**config.mk**
```make
export PLATFORM = sky130hd
export DESIGN_NAME = song_reader_flat
export DESIGN_NICKNAME = d
export VERILOG_FILES = /design/src/rtl/song_reader_pkg.sv /design/src/rtl/song_reader_if.sv /design/src/rtl/song_reader_beat_countdown.sv /design/src/rtl/song_reader.sv /design/src/flat_wrapper.sv
export SDC_FILE = /design/constraint.sdc
export NUM_CORES = 1
export LEC_CHECK = 0
export BUFFER_PORTS_ARGS = -buffer_cell sky130_fd_sc_hd__buf_2
export CORE_MARGIN = 8
export CORE_UTILIZATION = 30
export CTS_CLUSTER_SIZE = 14
export DETAILED_ROUTE_END_ITERATION = 16
export MAX_ROUTING_LAYER = met4
export PLACE_DENSITY = 0.58
export SYNTH_ARGS = -nofsm -noshare
export SYNTH_HDL_FRONTEND = slang
export SYNTH_SLANG_ARGS = --single-unit
```
**constraint.sdc**
```tcl
create_clock -name clk -period 3.6 [get_ports clk]
set_input_delay 0 -clock clk [delete_from_list [all_inputs] [get_ports clk]]
set_output_delay 0 -clock clk [all_outputs]
set_load 0.02 [all_outputs]
```
**src/rtl/song_reader_pkg.sv**
```systemverilog
// Shared definitions for the song reader: ROM entry field layout, song
// length, the sequencer state encoding and entry classification helpers.
package song_pkg;

  localparam int ENTRY_W  = 16;
  localparam int W_BIT    = 15;
  localparam int NOTE_MSB = 14;
  localparam int NOTE_LSB = 9;
  localparam int DUR_MSB  = 8;
  localparam int DUR_LSB  = 3;
  localparam int SONG_LEN = 32;

  typedef enum logic [2:0] {
    S_IDLE,
    S_FETCH,
    S_READ,
    S_DISPATCH,
    S_WAIT,
    S_DONE
  } state_t;

  // End marker: wait flag set with a zero duration.
  function automatic logic is_end_marker(input logic [ENTRY_W-1:0] entry);
    return entry[W_BIT] && (entry[DUR_MSB:DUR_LSB] == '0);
  endfunction

  // Any entry carrying a non-zero note is offered to the players.
  function automatic logic is_dispatch(input logic [ENTRY_W-1:0] entry);
    return entry[NOTE_MSB:NOTE_LSB] != '0;
  endfunction

endpackage

```
**src/rtl/song_reader_if.sv**
```systemverilog
// Note handshake between the song reader (master) and the note players.
// valid/ready: the master raises note_valid with note/duration and holds
// all three unchanged until a cycle where note_valid and note_ready are both
// high; that cycle is the transfer. The master never withdraws a note.
interface song_reader_if #(
  parameter int NOTE_W = 6,
  parameter int DUR_W  = 6
);
  logic              note_valid;
  logic              note_ready;
  logic [NOTE_W-1:0] note;
  logic [DUR_W-1:0]  duration;

  modport master (output note_valid, output note, output duration, input note_ready);
  modport slave  (input note_valid, input note, input duration, output note_ready);
endinterface

```
**src/rtl/song_reader_beat_countdown.sv**
```systemverilog
// Beat countdown: loadable down-counter that steps once per enabled beat
// and saturates at zero. Shared with the note players for note lengths.
module beat_countdown #(
  parameter int W = 6
) (
  input  logic         clk,
  input  logic         reset,
  input  logic         load,
  input  logic [W-1:0] load_val,
  input  logic         tick,
  output logic         zero
);
  logic [W-1:0] count;

  // Load has priority so a beat coinciding with a load is not counted.
  always_ff @(posedge clk or posedge reset) begin
    if (reset) begin
      count <= '0;
    end else if (load) begin
      count <= load_val;
    end else if (tick && (count != '0)) begin
      count <= count - 1'b1;
    end
  end

  assign zero = (count == '0);
endmodule

```
**src/rtl/song_reader.sv**
```systemverilog
// Song reader: walks one 32-entry song in the song ROM, issues notes over
// the note handshake and paces the song with beat-counted wait entries.
// Optional build macro SONG_READER_LOOP_EN: when defined, the end of a song
// restarts the same song from entry 0 while play is high.
module song_reader
  import song_pkg::*;
#(
  parameter int ADDR_W     = 7,
  parameter int SONG_SEL_W = 2,
  parameter int NOTE_W     = 6,
  parameter int DUR_W      = 6
) (
  input  logic                  clk,
  input  logic                  reset,
  input  logic                  play,
  input  logic [SONG_SEL_W-1:0] song,
  input  logic                  beat,
  output logic [ADDR_W-1:0]     rom_addr,
  input  logic [ENTRY_W-1:0]    rom_dout,
  song_reader_if.master         notes,
  output logic                  busy,
  output logic                  song_done,
  output state_t                fsm_state
);
  localparam int IDX_W = ADDR_W - SONG_SEL_W;

  state_t                state;
  logic [SONG_SEL_W-1:0] song_r;
  logic [IDX_W-1:0]      idx;
  logic [IDX_W-1:0]      idx_next;
  logic                  idx_last;
  logic                  entry_w;     // wait flag of the entry being dispatched

  logic                  rd_w;
  logic [NOTE_W-1:0]     rd_note;
  logic [DUR_W-1:0]      rd_dur;
  logic                  rd_end;
  logic                  rd_disp;

  logic                  adv;
  logic                  cnt_load;
  logic [DUR_W-1:0]      cnt_val;
  logic                  cnt_tick;
  logic                  cnt_zero;
  logic                  accept;
  logic                  unused_reserved;

  assign rd_w            = rom_dout[W_BIT];
  assign rd_note         = rom_dout[NOTE_MSB:NOTE_LSB];
  assign rd_dur          = rom_dout[DUR_MSB:DUR_LSB];
  assign rd_end          = is_end_marker(rom_dout);
  assign rd_disp         = is_dispatch(rom_dout);
  assign unused_reserved = ^rom_dout[DUR_LSB-1:0];

  assign idx_next  = idx + 1'b1;
  assign idx_last  = (idx == IDX_W'(SONG_LEN - 1));
  assign accept    = notes.note_valid && notes.note_ready;
  assign fsm_state = state;

  // Countdown control: load from a wait entry in READ or from an accepted
  // dispatch with the wait flag; only beats seen in WAIT while playing count.
  always_comb begin
    cnt_load = 1'b0;
    cnt_val  = '0;
    if (state == S_READ && !rd_end && !rd_disp && rd_w) begin
      cnt_load = 1'b1;
      cnt_val  = rd_dur;
    end else if (state == S_DISPATCH && accept && entry_w) begin
      cnt_load = 1'b1;
      cnt_val  = notes.duration;
    end
  end

  assign cnt_tick = (state == S_WAIT) && beat && play;

  // Advance request: the current entry is finished and the walk moves on.
  always_comb begin
    adv = 1'b0;
    case (state)
      S_READ:     adv = !rd_end && !rd_disp && !rd_w;
      S_DISPATCH: adv = !entry_w && (!notes.note_valid || notes.note_ready);
      S_WAIT:     adv = cnt_zero;
      default:    adv = 1'b0;
    endcase
  end

  beat_countdown #(.W(DUR_W)) u_countdown (
    .clk      (clk),
    .reset    (reset),
    .load     (cnt_load),
    .load_val (cnt_val),
    .tick     (cnt_tick),
    .zero     (cnt_zero)
  );

  // Sequencer FSM; the shared advance step at the end overrides the
  // per-state transition when the current entry is finished.
  always_ff @(posedge clk or posedge reset) begin
    if (reset) begin
      state            <= S_IDLE;
      song_r           <= '0;
      idx              <= '0;
      rom_addr         <= '0;
      entry_w          <= 1'b0;
      notes.note_valid <= 1'b0;
      notes.note       <= '0;
      notes.duration   <= '0;
      busy             <= 1'b0;
      song_done        <= 1'b0;
    end else begin
      song_done <= 1'b0;
      case (state)
        S_IDLE: begin
          if (play) begin
            song_r   <= song;
            idx      <= '0;
            rom_addr <= {song, {IDX_W{1'b0}}};
            busy     <= 1'b1;
            state    <= S_FETCH;
          end
        end
        S_FETCH: state <= S_READ;
        S_READ: begin
          if (rd_end) begin
            song_done <= 1'b1;
            state     <= S_DONE;
          end else if (rd_disp) begin
            notes.note       <= rd_note;
            notes.duration   <= rd_dur;
            notes.note_valid <= 1'b1;
            entry_w          <= rd_w;
            state            <= S_DISPATCH;
          end else if (rd_w) begin
            state <= S_WAIT;
          end
        end
        S_DISPATCH: begin
          if (accept) begin
            notes.note_valid <= 1'b0;
            if (entry_w) state <= S_WAIT;
          end
        end
        S_WAIT: ;
        S_DONE: begin
`ifdef SONG_READER_LOOP_EN
          if (play) begin
            idx      <= '0;
            rom_addr <= {song_r, {IDX_W{1'b0}}};
            state    <= S_FETCH;
          end else begin
            busy  <= 1'b0;
            state <= S_IDLE;
          end
`else
          busy  <= 1'b0;
          state <= S_IDLE;
`endif
        end
        default: state <= S_IDLE;
      endcase

      if (adv) begin
        if (idx_last) begin
          song_done <= 1'b1;
          state     <= S_DONE;
        end else if (play) begin
          idx      <= idx_next;
          rom_addr <= {song_r, idx_next};
          state    <= S_FETCH;
        end
      end
    end
  end
endmodule

```
**src/flat_wrapper.sv**
```systemverilog
// flat-port wrapper written by rule: the top's interface ports become plain ports
module song_reader_flat import song_pkg::*;
#(
  parameter int ADDR_W     = 7,
  parameter int SONG_SEL_W = 2,
  parameter int NOTE_W     = 6,
  parameter int DUR_W      = 6
)
  (clk, reset, play, song, beat, rom_addr, rom_dout, busy, song_done, fsm_state, notes_note_valid, notes_note, notes_duration, notes_note_ready);
  song_reader_if #(.NOTE_W(NOTE_W), .DUR_W(DUR_W)) notes_i ();
  input  logic clk;
  input  logic reset;
  input  logic play;
  input  logic [SONG_SEL_W-1:0] song;
  input  logic beat;
  output logic [ADDR_W-1:0] rom_addr;
  input  logic [ENTRY_W-1:0] rom_dout;
  output logic busy;
  output logic song_done;
  output state_t fsm_state;
  output wire logic [$bits(notes_i.note_valid)-1:0] notes_note_valid;
  output wire logic [$bits(notes_i.note)-1:0] notes_note;
  output wire logic [$bits(notes_i.duration)-1:0] notes_duration;
  input wire logic [$bits(notes_i.note_ready)-1:0] notes_note_ready;
  assign notes_note_valid = notes_i.note_valid;
  assign notes_note = notes_i.note;
  assign notes_duration = notes_i.duration;
  assign notes_i.note_ready = notes_note_ready;
  song_reader #(.ADDR_W(ADDR_W), .SONG_SEL_W(SONG_SEL_W), .NOTE_W(NOTE_W), .DUR_W(DUR_W)) u_core (.clk(clk), .reset(reset), .play(play), .song(song), .beat(beat), .rom_addr(rom_addr), .rom_dout(rom_dout), .notes(notes_i), .busy(busy), .song_done(song_done), .fsm_state(fsm_state));
endmodule
```
# Yosys cells after proc, flatten, opt, wreduce, memory -nomap -nowiden
# Index checks and enable logic that the tools add are counted.
[word_totals]
output_inout_bits = 25
ff_bits = 39
[op_classes]
bitwise_logic = 1
n_mux = 37
addsub = 2
reduce_logical = 31
eq_ne = 10
[ops]
columns = ["operator", "count"]
rows = [
  ["7-bit 2-to-1 mux", 5],
  ["3-bit 2-to-1 mux", 9],
  ["5-bit 2-to-1 mux", 5],
  ["6-bit 2-to-1 mux", 4],
  ["3-bit case mux with 5 select lines", 1],
  ["1-bit logical AND", 13],
  ["6-bit zero test", 2],
  ["6-bit nonzero test", 2],
  ["1-bit 2-to-1 mux", 10],
  ["3-bit by 2-bit equality test with 1-bit output (second input constant)", 2],
  ["3-bit equality test (second input constant)", 2],
  ["2-bit nonzero test", 3],
  ["6-bit by 1-bit subtractor with 6-bit output (second input constant)", 1],
  ["5-bit by 1-bit adder with 5-bit output (second input constant)", 1],
  ["5-bit equality test (second input constant)", 1],
  ["1-bit zero test", 5],
  ["2-bit by 1-bit != test with 1-bit output (second input constant)", 2],
  ["2-bit != test (second input constant)", 2],
  ["1-bit case mux with 2 select lines", 2],
  ["2-bit AND reduction", 2],
  ["4-bit AND reduction", 1],
  ["3-bit by 1-bit equality test with 1-bit output (second input constant)", 1],
  ["3-bit zero test", 1],
  ["1-bit case mux with 3 select lines", 1],
  ["3 further kinds", 3],
]

# Logic depth before layout (Yosys ltp)
[depth]
ltp_word = 8
depth_mapped = 8

# Modules after synthesis
# A second synthesis with hierarchy kept.
[hier_totals]
hier_cells = 196
area_unflattened_um2 = 2080.7
[modules_own_cells]
columns = ["module", "seq_area_each_um2", "area_each_um2", "n_inst", "cells_per_inst"]
rows = [
  ["song_reader", 825.8, 1654.1, 1, 147],
  ["beat_countdown", 150.1, 426.7, 1, 49],
]

# Worst setup path before layout
# No wires, ideal clock.
[synth_timing]
path_kind = "reg2reg"
from = "register u_core.u_countdown.count[0]"
to = "register (tool-made name)"
arrival_ns = 2.429
required_time_ns = 3.474
path_buffers = 0
slack_ns = 1.045
path_stages_with_launch = 8
setup_time_ns = 0.126
synth_period_minus_slack_ns = 2.555
cell_sequence = "dfrtp_1 -> inv_1 -> ha_1 -> or4b_4 -> or4_4 -> a311oi_4 -> nor2_2 -> a221o_1"
[synth_rtl]
columns = ["item", "line", "source"]
rows = [
  ["from (decl)", "song_reader_beat_countdown.sv:13", "logic [W-1:0] count;"],
  ["from (signal assigned)", "song_reader_beat_countdown.sv:20", "count <= load_val;"],
  ["from (signal assigned)", "song_reader_beat_countdown.sv:22", "count <= count - 1'b1;"],
]

==> flow_metrics.env <==
export IMPL_fin_crit_ns=2.822
export IMPL_routed_via_density=5.119
export IMPL_ios=48
export IMPL_antenna_left=0
export IMPL_leakage_nw=1.152
export IMPL_synth_area_leaders="dfrtp_1, mux2_2, o21ai_0, a22o_2, ha_1"
export IMPL_path_clk_slew_ns=0.07
export IMPL_grt_pass1_wl_um=8010
export IMPL_required_ns=3.77
export IMPL_rsz0062_at_grt="no"
export IMPL_ys_types=50
export IMPL_worst_slew_pin_slew_ns=0.6637
export IMPL_holdPathEnd="u_core.song_r[1]"
export IMPL_synth_edf_count=0
export IMPL_min_period_over_period_pct=78.40
export IMPL_hold_ws_ns=0.02595
export IMPL_synthArstFlopShare_pct=100.0
export IMPL_vias=1597
export IMPL_max_stage_delay_ns=0.53
export IMPL_cp_cell_sequence="inv_1 -> ha_1 -> or4b_4 -> or4_4 -> a311oi_4 -> nor2_2 -> a221o_1"
export IMPL_fillers=615
export IMPL_die_x_um=96.12
export IMPL_wl_per_cell_um=15.45
export IMPL_clk_path_buf_depth=2
export IMPL_final_hold_violation_count=0
export IMPL_power_density_mw_per_mm2=777.2
export IMPL_criticalPathCategory="flip-flop to flip-flop"
export IMPL_r2r_start="u_core.u_countdown.count[0]"
export IMPL_grtUsageTotal_pct=11.41
export IMPL_antenna_found_initial=0
export IMPL_cts_hold_buf=13
export IMPL_fin_util_pct=39.45
export IMPL_port_buffers=44
export IMPL_r2r_slack_ns=0.78
export IMPL_coreArea_sq_mm=0.006277
export IMPL_synth_nets=199
export IMPL_synth_area_sq_mm=0.001926
export IMPL_setup_viol=0
export IMPL_gp_congestion=0.8240
export IMPL_placedInstanceArea_sq_mm=0.002233
export IMPL_yosys_top_cells_count="dfrtp_1, mux2_2, o21ai_0"
export IMPL_power_mw=1.924
export IMPL_grt_max_degree=40
export IMPL_p_comb_share_pct=41.9
export IMPL_seqPwrFrac_pct=39.4
export IMPL_hold_path_class="input pin to flip-flop"
export IMPL_slew_viol_final=0
export IMPL_dr_pass1_iters=4
export IMPL_clock_skew_ns=0.005438
export IMPL_max_slew_margin_pct=55.34
export IMPL_drt_iter0_drc=82
export IMPL_finalWirelength_um=4821
export IMPL_switchingPower_mw=0.7503
export IMPL_nets=260
export IMPL_synthCells=173
export IMPL_synth_avg_cell_area_sq_um=11.13
export IMPL_ctsHtreeMaxLevel=2
export IMPL_min_from="song[1]"
export IMPL_cts_num_sinks=39
export IMPL_area_delta_synth_final_pct=28.59
export IMPL_p_int_mw=1.174
export IMPL_grt_overflow_total=0
export IMPL_ir_drop_mv=0.3339
export IMPL_cp_slowest_cell="or4_4"
export IMPL_crit_fanout=10
export IMPL_ys_seq_area_share_pct=50.68
export IMPL_startpoint_type="flip-flop"
export IMPL_die_area_sq_mm=0.009238
export IMPL_synth_top_cell_area_share_pct=50.68
export IMPL_insertion_delay_ns=0.29
export IMPL_fp_dieH_um=96.12
export IMPL_drive_above_1_share_pct=33.19
export IMPL_diodes=0
export IMPL_reg2reg_depth=7
export IMPL_tns_ns=0
export IMPL_numCtsBuffers=5
export IMPL_swShare_pct=38.99
export IMPL_pwr_share_clk_pct=18.7
export IMPL_ys_flop_type="dfrtp_1"
export IMPL_maxCapViolCount=0
export IMPL_hold_depth=3
export IMPL_synth_top_area_cell="dfrtp_1"
export IMPL_initial_core_util_pct=30.68
export IMPL_cp_end_kind="flip-flop"
export IMPL_timing_fmax_mhz=354.3
export IMPL_synth_most_common_cell="dfrtp_1"
export IMPL_rows=29
export IMPL_root_buffer="clkbuf_8"
export IMPL_first_global_vias=1667
export IMPL_cts_tree="built"
export IMPL_cp_arrival_ns=3.00
export IMPL_cts_resized=0
export IMPL_ys_ff_latch=39
export IMPL_ys_warn_count=0
export IMPL_design_area_sq_mm=0.002476
export IMPL_route_detailed_drc=0
export IMPL_hpwl_um=3554
export IMPL_cts_setup_buffers=0
export IMPL_status="complete, no violations"
kinds of logic (layout without fill, tap and decap cells):
family / Yosys count / count (layout) / share of synthesized area, %
AO/OA/AOI/OAI: 51 / 51 / 20.79
XOR/XNOR: 3 / 3 / 1.365
adder cells (fa/ha/maj): 3 / 3 / 1.950
buffers and inverters: 10 / 72 / 2.014
flip-flops: 39 / 39 / 50.68
multiplexers: 12 / 12 / 6.953
AND/OR/NAND/NOR: 55 / 55 / 16.24
critical path: cells and delay by family (launching register included):
kind,cells,cell delay [ns]
AOI/OAI and AO/OA,2,0.81
adders and majority gates,1,0.21
buffers and inverters,1,0.09
DFF,1,0.38
and+or+nand+nor,3,1.21
sequential cells by signal (all words and copies together) (netlist names), named ones only:
name and cells:
u_core.busy 1, u_core.entry_w 1, u_core.fsm_state 3, u_core.idx 5
u_core.notes.duration 6, u_core.notes.note 6, u_core.notes.note_valid 1, u_core.rom_addr 4
u_core.song_done 1, u_core.song_r 2, u_core.u_countdown.count 6
power groups by stage:
| stage | clock [mW] | combinational, mW | sequential, mW |
|---|---|---|---|
| global placement | 0 | 0.788 | 0.760 |
| global route | 0.395 | 0.877 | 0.784 |
| finish | 0.360 | 0.806 | 0.758 |
| detailed placement | 0 | 0.801 | 0.765 |
| CTS | 0.376 | 0.813 | 0.758 |
| floorplan | 0 | 0.442 | 0.872 |
cell usage in the layout, fill, tap and decap left out, types with 4 or more instances in the layout:
master	instances
nor3_1	4
nor2_1	9
mux2_2	11
dfrtp_1	39
a22o_2	4
a21oi_1	5
clkbuf_8	5
nand2_1	10
buf_2	44
inv_1	6
o21ai_0	11
dlygate4sd3_1	13
nand3_1	6
worst max path at each step:
stage | endpoint | start | depth (start not counted) | slack (ns)
6_report | flip-flop | u_core.u_countdown.count[0] | 7 | 0.78
5_1_grt | flip-flop | u_core.u_countdown.count[0] | 7 | 0.70
4_1_cts | flip-flop | u_core.u_countdown.count[0] | 7 | 0.81
3_5_place_dp | flip-flop | u_core.u_countdown.count[0] | 7 | 0.82
3_3_place_gp | flip-flop | u_core.u_countdown.count[0] | 7 | 0.83
2_1_floorplan | flip-flop | u_core.u_countdown.count[0] | 7 | 1.05
cell type report:
class | count | area, sq um | area share [%]
Inverter | 6 | 22.52 | 0.9096
Tap cell | 77 | 96.34 | 3.891
Multi-Input combinational cell | 124 | 910.9 | 36.79
Sequential cell | 39 | 975.9 | 39.41
Timing Repair Buffer | 58 | 357.8 | 14.45
Clock inverter | 3 | 43.79 | 1.769
Clock buffer | 5 | 68.82 | 2.779
layer usage:
metal  track usage (%)  up-vias  routed length [um]
li1                  -      781                   -
met1             14.49      777                2315
met2             16.97       32                2247
met3             2.808        7                 185
met4             4.609        0                  73
met5                 -        -                   0
stage by stage:
stage,setup slack [ns],std cells
2_1_floorplan,1.045,173
3_3_place_gp,0.8292,291
3_5_place_dp,0.8195,291
4_1_cts,0.8071,312
5_1_grt,0.6962,312
6_report,0.7776,312
(Power assumes the default switching activity.)
